==> config.mk <==
export PLATFORM = sky130hd
export DESIGN_NAME = bc_datapath
export DESIGN_NICKNAME = d
export VERILOG_FILES = /design/src/rtl/bc_datapath.sv
export SDC_FILE = /design/constraint.sdc
export NUM_CORES = 1
export LEC_CHECK = 0
export CAP_MARGIN = 5
export CORE_ASPECT_RATIO = 1.5
export CORE_MARGIN = 1
export CORE_UTILIZATION = 57
export CTS_CLUSTER_SIZE = 25
export DETAILED_ROUTE_END_ITERATION = 6
export GPL_TIMING_DRIVEN = 0
export PLACE_DENSITY = 0.95
export SETUP_SLACK_MARGIN = 0.3
export SLEW_MARGIN = 20
export SYNTH_ARGS = -nofsm -noshare
export SYNTH_HDL_FRONTEND = slang
export SYNTH_SLANG_ARGS = --single-unit
==> constraint.sdc <==
create_clock -name clk -period 6.6 [get_ports clk]
set_clock_uncertainty 0.05 [all_clocks]
set_input_delay 1.32 -clock clk [delete_from_list [all_inputs] [get_ports clk]]
set_output_delay 1.32 -clock clk [all_outputs]
set_load 0.05 [all_outputs]
==> src/rtl/bc_datapath.sv <==
`default_nettype none
// ============================================================================
//  Module   : bc_datapath
//  Purpose  : Register/bus datapath of the basic computer. It holds AR, PC, DR,
//             AC, IR, TR and the E flag, plus the common bus and the ALU. It is
//             driven by the instruction controller's bus-select code and its
//             control-signal vector, and it drives a synchronous memory port.
//  Ports    : clk, rst_n        - clock, asynchronous active-low reset
//             BUS_SEL           - common-bus source select
//             CTRL              - flattened 3-bit control elements
//             mem_rdata         - memory read data (bus source 110)
//             mem_addr/wdata/we - memory port (addr = AR, data = bus)
//             IR, AC_OUT, E_OUT - register observation
//             CO, OVF           - registered carry/overflow of the last ADD
//             Z, N              - zero/negative flags of the current AC
//  Revision : 1.0 - initial release
// ============================================================================
module bc_datapath #(
    parameter int WIDTH      = 16,
    parameter int ADDR_W     = 12,
    parameter int CTRL_LNGTH = 21
) (
    input  logic                    clk,
    input  logic                    rst_n,
    input  logic [2:0]              BUS_SEL,
    input  logic [3*CTRL_LNGTH-1:0] CTRL,
    input  logic [WIDTH-1:0]        mem_rdata,
    output logic [ADDR_W-1:0]       mem_addr,
    output logic [WIDTH-1:0]        mem_wdata,
    output logic                    mem_we,
    output logic [WIDTH-1:0]        IR,
    output logic [WIDTH-1:0]        AC_OUT,
    output logic                    CO,
    output logic                    OVF,
    output logic                    Z,
    output logic                    N,
    output logic                    E_OUT
);

    // Control element indices (bit 0 of each element)
    localparam int c_AR_LD  = 0;
    localparam int c_AR_INC = 1;
    localparam int c_AR_CLR = 2;
    localparam int c_PC_LD  = 3;
    localparam int c_PC_INC = 4;
    localparam int c_PC_CLR = 5;
    localparam int c_DR_LD  = 6;
    localparam int c_DR_INC = 7;
    localparam int c_DR_CLR = 8;
    localparam int c_AC_LD  = 9;
    localparam int c_AC_INC = 10;
    localparam int c_AC_CLR = 11;
    localparam int c_IR_LD  = 12;
    localparam int c_TR_LD  = 13;
    localparam int c_TR_INC = 14;
    localparam int c_TR_CLR = 15;
    localparam int c_MEM_WR = 16;
    localparam int c_RSVD   = 17;
    localparam int c_E_CMP  = 18;
    localparam int c_E_CLR  = 19;

    localparam logic [2:0] c_OP_ADD = 3'b000;
    localparam logic [2:0] c_OP_AND = 3'b001;
    localparam logic [2:0] c_OP_TRF = 3'b010;
    localparam logic [2:0] c_OP_CMA = 3'b011;
    localparam logic [2:0] c_OP_CIL = 3'b100;
    localparam logic [2:0] c_OP_CIR = 3'b101;

    logic [ADDR_W-1:0] r_ar;
    logic [ADDR_W-1:0] r_pc;
    logic [WIDTH-1:0]  r_dr;
    logic [WIDTH-1:0]  r_ac;
    logic [WIDTH-1:0]  r_ir;
    logic [WIDTH-1:0]  r_tr;
    logic              r_e;
    logic              r_co;
    logic              r_ovf;

    // ------------------------------------------------------------------
    // Control decode: single-bit elements use bit 0 only; the last element
    // carries the 3-bit ALU op. Bits 1..2 of the single-bit elements and the
    // reserved element are intentionally ignored.
    // ------------------------------------------------------------------
    logic [CTRL_LNGTH-2:0]         w_en;
    logic [2*(CTRL_LNGTH-1)-1:0]   w_unused_hi;
    logic [2:0]                    w_op;
    logic                          w_unused_ctrl;

    for (genvar gi = 0; gi < CTRL_LNGTH - 1; gi++) begin : g_ctrl_bit0
        assign w_en[gi]               = CTRL[3*gi];
        assign w_unused_hi[2*gi +: 2] = CTRL[3*gi+1 +: 2];
    end

    assign w_op          = CTRL[3*(CTRL_LNGTH-1) +: 3];
    assign w_unused_ctrl = ^{w_unused_hi, w_en[c_RSVD]};

    // ------------------------------------------------------------------
    // Common bus
    // ------------------------------------------------------------------
    logic [WIDTH-1:0] w_bus;

    always_comb begin
        w_bus = '0;
        case (BUS_SEL)
            3'b000:  w_bus = '0;
            3'b001:  w_bus = {{(WIDTH-ADDR_W){1'b0}}, r_ar};
            3'b010:  w_bus = {{(WIDTH-ADDR_W){1'b0}}, r_pc};
            3'b011:  w_bus = r_dr;
            3'b100:  w_bus = r_ir;
            3'b101:  w_bus = r_ac;
            3'b110:  w_bus = mem_rdata;
            default: w_bus = r_tr;
        endcase
    end

    // ------------------------------------------------------------------
    // ALU
    // ------------------------------------------------------------------
    logic [WIDTH:0]   w_sum;
    logic             w_alu_ovf;
    logic [WIDTH-1:0] w_alu_res;
    logic             w_alu_e;
    logic             w_alu_e_upd;

    assign w_sum     = {1'b0, r_ac} + {1'b0, r_dr};
    // Signed overflow: operands agree in sign but the result does not
    assign w_alu_ovf = (r_ac[WIDTH-1] == r_dr[WIDTH-1]) &&
                       (w_sum[WIDTH-1] != r_ac[WIDTH-1]);

    always_comb begin
        w_alu_res = r_ac;
        w_alu_e   = r_e;
        case (w_op)
            c_OP_ADD: begin
                w_alu_res = w_sum[WIDTH-1:0];
                w_alu_e   = w_sum[WIDTH];
            end
            c_OP_AND: w_alu_res = r_ac & r_dr;
            c_OP_TRF: w_alu_res = r_dr;
            c_OP_CMA: w_alu_res = ~r_ac;
            c_OP_CIL: begin
                w_alu_res = {r_ac[WIDTH-2:0], r_e};
                w_alu_e   = r_ac[WIDTH-1];
            end
            c_OP_CIR: begin
                w_alu_res = {r_e, r_ac[WIDTH-1:1]};
                w_alu_e   = r_ac[0];
            end
            default:  w_alu_res = r_ac;   // reserved / IDLE hold AC
        endcase
    end

    // E follows the ALU only for ADD and the circulates, and only when the
    // AC load element is asserted.
    assign w_alu_e_upd = w_en[c_AC_LD] &&
                         ((w_op == c_OP_ADD) || (w_op == c_OP_CIL) || (w_op == c_OP_CIR));

    // ------------------------------------------------------------------
    // Registers: every update uses pre-edge values; clr > load > inc.
    // ------------------------------------------------------------------
    always_ff @(posedge clk or negedge rst_n) begin
        if (!rst_n) begin
            r_ar  <= '0;
            r_pc  <= '0;
            r_dr  <= '0;
            r_ac  <= '0;
            r_ir  <= '0;
            r_tr  <= '0;
            r_e   <= 1'b0;
            r_co  <= 1'b0;
            r_ovf <= 1'b0;
        end else begin
            if (w_en[c_AR_CLR])      r_ar <= '0;
            else if (w_en[c_AR_LD])  r_ar <= w_bus[ADDR_W-1:0];
            else if (w_en[c_AR_INC]) r_ar <= r_ar + ADDR_W'(1);

            if (w_en[c_PC_CLR])      r_pc <= '0;
            else if (w_en[c_PC_LD])  r_pc <= w_bus[ADDR_W-1:0];
            else if (w_en[c_PC_INC]) r_pc <= r_pc + ADDR_W'(1);

            if (w_en[c_DR_CLR])      r_dr <= '0;
            else if (w_en[c_DR_LD])  r_dr <= w_bus;
            else if (w_en[c_DR_INC]) r_dr <= r_dr + WIDTH'(1);

            if (w_en[c_AC_CLR])      r_ac <= '0;
            else if (w_en[c_AC_LD])  r_ac <= w_alu_res;
            else if (w_en[c_AC_INC]) r_ac <= r_ac + WIDTH'(1);

            if (w_en[c_IR_LD])       r_ir <= w_bus;

            if (w_en[c_TR_CLR])      r_tr <= '0;
            else if (w_en[c_TR_LD])  r_tr <= w_bus;
            else if (w_en[c_TR_INC]) r_tr <= r_tr + WIDTH'(1);

            // Carry/overflow are captured whenever an ADD is requested on AC
            if (w_en[c_AC_LD] && (w_op == c_OP_ADD)) begin
                r_co  <= w_sum[WIDTH];
                r_ovf <= w_alu_ovf;
            end

            if (w_en[c_E_CLR])       r_e <= 1'b0;
            else if (w_en[c_E_CMP])  r_e <= ~r_e;
            else if (w_alu_e_upd)    r_e <= w_alu_e;
        end
    end

    // ------------------------------------------------------------------
    // Outputs
    // ------------------------------------------------------------------
    assign mem_addr  = r_ar;
    assign mem_wdata = w_bus;
    assign mem_we    = w_en[c_MEM_WR] & rst_n;   // no write while in reset
    assign IR        = r_ir;
    assign AC_OUT    = r_ac;
    assign CO        = r_co;
    assign OVF       = r_ovf;
    assign Z         = (r_ac == '0);
    assign N         = r_ac[WIDTH-1];
    assign E_OUT     = r_e;

endmodule
`default_nettype wire

# Word level (Yosys, flattened, before mapping)
# Cells that the tools add are included.
# classes
add_sub_neg	6
eq_ne	14
muxes	21
n_bitwise	4
n_reduce_logical	17
# ops
operator	count
$mux W16	9
$pmux W16 S7	1
$pmux W16 S6	1
$mux W12	6
$add A16 B1 Y16 const B	3
$add A12 B1 Y12 const B	2
$reduce_bool A3 Y1	6
$add A16 B16 Y17	1
$and A16 B16 Y16	1
$logic_not A16 Y1	1
$not A16 Y16	1
$eq A3 B3 Y1 const B	5
$eq A3 B2 Y1 const B	4
$ne A8 B1 Y1 const B	1
$eq A3 B1 Y1 const B	2
$logic_not A3 Y1	2
$reduce_bool A5 Y1	1
$reduce_and A2 Y1	2
$logic_and A1 B1 Y1	3
$mux W1	3
$pmux W1 S3	1
$logic_or A1 B1 Y1	2
$and A1 B1 Y1	1
$eq A1 B1 Y1	1
other kinds (2)	2
# word_totals
regBits	91
inputBits	84
out_inout_bits	66
wordCells	71

# Depth between registers and ports, before layout
# logic_depth
depth_word	7
mapped_depth	10
mapped_depth_nobuf	10

# Least setup slack after synthesis
# Ideal clock, no wire load.
# synth_timing
path_kind	input -> output
from	input BUS_SEL[1]
to	output mem_wdata[15]
arrival_ns	2.629
t_required_ns	5.230
slack_ns	2.601
stages	6
path_buffers	3
path_cell_list	buf_4 > buf_6 > buf_4 > mux2_2 > a21oi_1 > inv_1
# synth_between
elab_chain_cells	2
elab_cells_between_ends	8
cone_classes	6 x eq/ne; 1 x mux; 1 x reduce/logical
# synth_rtl
item	line_no	source
start, declared	25	input logic [2:0] BUS_SEL,
$eq A3 B3 Y1 (tied with other cells)	104	case (BUS_SEL)
$pmux W16 S7 (*)	104	
end, declared	29	output logic [WIDTH-1:0] mem_wdata,
# Every way passes the cells marked *; elsewhere a longest branch is shown, timed or not.

# Worst setup path after layout
# layout_timing
from	input BUS_SEL[2]
to	output mem_wdata[6]
# The elaborated chain is that of the path after synthesis.

==> flow_metrics.tcl <==
set metrics [dict create \
    status "finished, violations left" \
    violations "design-rule violations" \
    drive_gt1_share_pct 11.3 \
    postSynthNetCount 1025 \
    finalPower_uw 1920 \
    cp_slowest_stage_delay_ps 700 \
    max_cap_violations 0 \
    synth-main-ff-cell "dfrtp_1" \
    io_pins 150 \
    timing_worst_slew_pin_value_ps 1020 \
    yosys.area.top_type "dfrtp_1" \
    postRouteAntennaNets 0 \
    irDropWorstVdd_uv 175 \
    cellPowerDensity_mw_per_mm2 209 \
    coreArea_mm2 0.0130 \
    p_leak_uw 0.00382 \
    synth_adder_area_share_pct 3.88 \
    post-cts-setup-buffers 0 \
    cts_tree "done" \
    syn_to_final_growth_pct 20.6 \
    report.final.slew_viol_count 0 \
    yosysSeqAreaShare_pct 29.9 \
    dr.pass1.iters 7 \
    dpl.hpwl_mm 21.0 \
    grt_use_total_pct 42.7 \
    ys_top_cells_by_area "dfrtp_1, a211oi_1, nor2_1" \
    via_per_inst 6.92 \
    cts_made_buffers 9 \
    yosys_warnings 0 \
    synth.distinct_cells 76 \
    crit_type "in -> out" \
    ctsHoldBuffers 0 \
    num_vias 8276 \
    drt-initial-drc-count 819 \
    die_x_um 96.3 \
    slew_headroom_pct 31.9 \
    h-tree-depth 3 \
    fin_nets 1139 \
    grt_setup_unrepaired "false" \
    ys_async_sr_fraction_pct 100 \
    final_cell_mix "nor2_1, clkdlybuf4s50_1, dfrtp_1" \
    synth_mux_area_share_pct 7.88 \
    fin_util_pct 70.5 \
    dp_cells 1180 \
    synth_top_cell_area_share_pct 29.9 \
    path_clk_slew_ps 70 \
    cp.arrival_ps 4290 \
    globalplace.congestion 1.04 \
    antenna_cells 0 \
    max_freq_mhz 177 \
    avgSynthCellArea_um2 8.29 \
    num_rows 51 \
    synthXorXnorAreaFrac_pct 7.37 \
    crit_slowest_cell "clkdlybuf4s50_1" \
    hold_viol 0 \
    cp_max_fo 10 \
    whs_ps 430 \
    synth_area_mm2 0.00761 \
    critPathLaunchType "input port" \
    antenna_found_initial 0 \
    end_kind "primary output" \
    finalSetupViolCount 0 \
    crit_chain "clkdlybuf4s50_1, buf_6, buf_6, mux2i_1, o21ai_1, a221oi_1, a21o_1, inv_1, clkdlybuf4s50_1" \
    worstPathRequired_ps 5230 \
    yosys.area_share.simple_pct 19.6 \
    synth_top_family_by_area "compound AO/OA/AOI/OAI gates" \
    cts_sinks 91 \
    io_buffers 102 \
    grt_max_degree 49 \
    finalWirelength_mm 28.4 \
    synth_seq_cells 91 \
    cts_resized 0 \
    overflow 0 \
    die_y_um 144 \
    synth_edf_count 0 \
    cts_root_buf "clkbuf_16" \
    fillers 1029 \
    wl_per_cell_um 23.8 \
    final_cells 1196 \
    initial_core_util_pct 58.4 \
    clk_path_buf_depth 2 \
    min_period_ps 5660 \
    clk_latency_ps 350 \
    layout_setup_ws_ps 941 \
    drcViolationCount 1 \
    grt_pass1_wl_mm 43.8 \
    fin_crit_sh_pct 85.7 \
    final_common_cell "nor2_1" \
    hold_class "reg -> reg" \
    die-area_mm2 0.0138 \
    post-place-ws_ps 1170 \
    grt_pass1_vias 7905 \
    synth_compound_area_share_pct 25.0 \
    synthCells 918 \
]
## final timing paths
path | start | end | slack (ps) | depth (start not counted)
max | BUS_SEL[2] | mem_wdata[6] | 940 | 9
min | CO$_DFFE_PN0P_ | CO$_DFFE_PN0P_ | 430 | 2
max reg2reg | AC_OUT[0]$_DFFE_PN0P_ | E_OUT$_DFFE_PN0P_ | 3730 | 10
min reg2reg | CO$_DFFE_PN0P_ | CO$_DFFE_PN0P_ | 430 | 2
max in group asynchronous | rst_n | r_tr[10]$_DFFE_PN0P_ | 5030 | 2
min in group asynchronous | rst_n | mem_addr[6]$_DFFE_PN0P_ | 870 | 1
## synth_stat cells (5+ instances only)
| master | number |
|---|---|
| a211oi_1 | 68 |
| a21o_1 | 8 |
| a21oi_1 | 61 |
| a21oi_2 | 6 |
| a221oi_1 | 5 |
| a22oi_1 | 8 |
| a31oi_1 | 8 |
| and2_1 | 5 |
| and3_1 | 7 |
| buf_2 | 24 |
| buf_4 | 9 |
| clkbuf_1 | 29 |
| dfrtp_1 | 91 |
| ha_1 | 22 |
| inv_1 | 27 |
| inv_2 | 8 |
| mux2_2 | 17 |
| mux2i_1 | 22 |
| mux4_2 | 6 |
| nand2_1 | 66 |
| nand2b_1 | 9 |
| nand3_1 | 31 |
| nand4_1 | 19 |
| nor2_1 | 119 |
| nor2b_1 | 13 |
| nor3_1 | 12 |
| o21ai_0 | 50 |
| o21ai_1 | 7 |
| o21ai_2 | 5 |
| o221ai_1 | 5 |
| xnor2_1 | 44 |
| xor2_1 | 20 |
## logic make-up (layout without fill, tap and decap cells)
kind of cell / Yosys count / count (layout)
AOI/OAI and AO/OA: 279 / 279
xor gates and xnor gates: 64 / 64
adders and majority gates: 23 / 23
buffers and inverters: 104 / 223
DFF: 91 / 91
muxes: 47 / 47
and+or+nand+nor: 310 / 310
## where the power goes
group | total, µW | internal [µW] | switching (µW)
sequential | 679 | 604 | 74.8
clock | 567 | 333 | 234
combinational | 672 | 239 | 434
## critical path: cells and delay by family
family,cells,cell delay (ps)
buffers and inverters,5,1640
AOI/OAI and AO/OA,3,790
muxes,1,520
## registers in the layout, summed over array words and instances (netlist names)
| name | flops |
|---|---|
| r_pc | 12 |
| CO | 1 |
| r_tr | 16 |
| r_dr | 16 |
| IR | 16 |
| E_OUT | 1 |
| mem_addr | 12 |
| AC_OUT | 16 |
| OVF | 1 |
## final cells by class
cell class                 instances  area, µm²  area share, %
multi-input combinational        723       4850           52.8
sequential                        91       2280           24.8
timing repair buffer             103       1050           11.4
buffer                            69        353           3.85
clock buffer                      10        229           2.50
tap                              159        199           2.17
inverter                          35        131           1.43
clock inverter                     6       90.1          0.982
## routing by layer
layer | vias to the layer above | track usage [%] | wire (µm)
li1 | 3582 | - | -
met1 | 3897 | 49.8 | 9600
met2 | 636 | 70.3 | 14100
met3 | 161 | 7.30 | 2510
met4 | 0 | 29.4 | 2160
met5 | - | 0 | 0
## through the flow
stage	instance area (µm²)	setup TNS, ps
6_report	9180	0
5_1_grt	9180	0
4_1_cts	9180	0
3_5_place_dp	8860	0
3_3_place_gp	8830	-807
2_1_floorplan	7610	0
(Power assumes the default switching activity.)
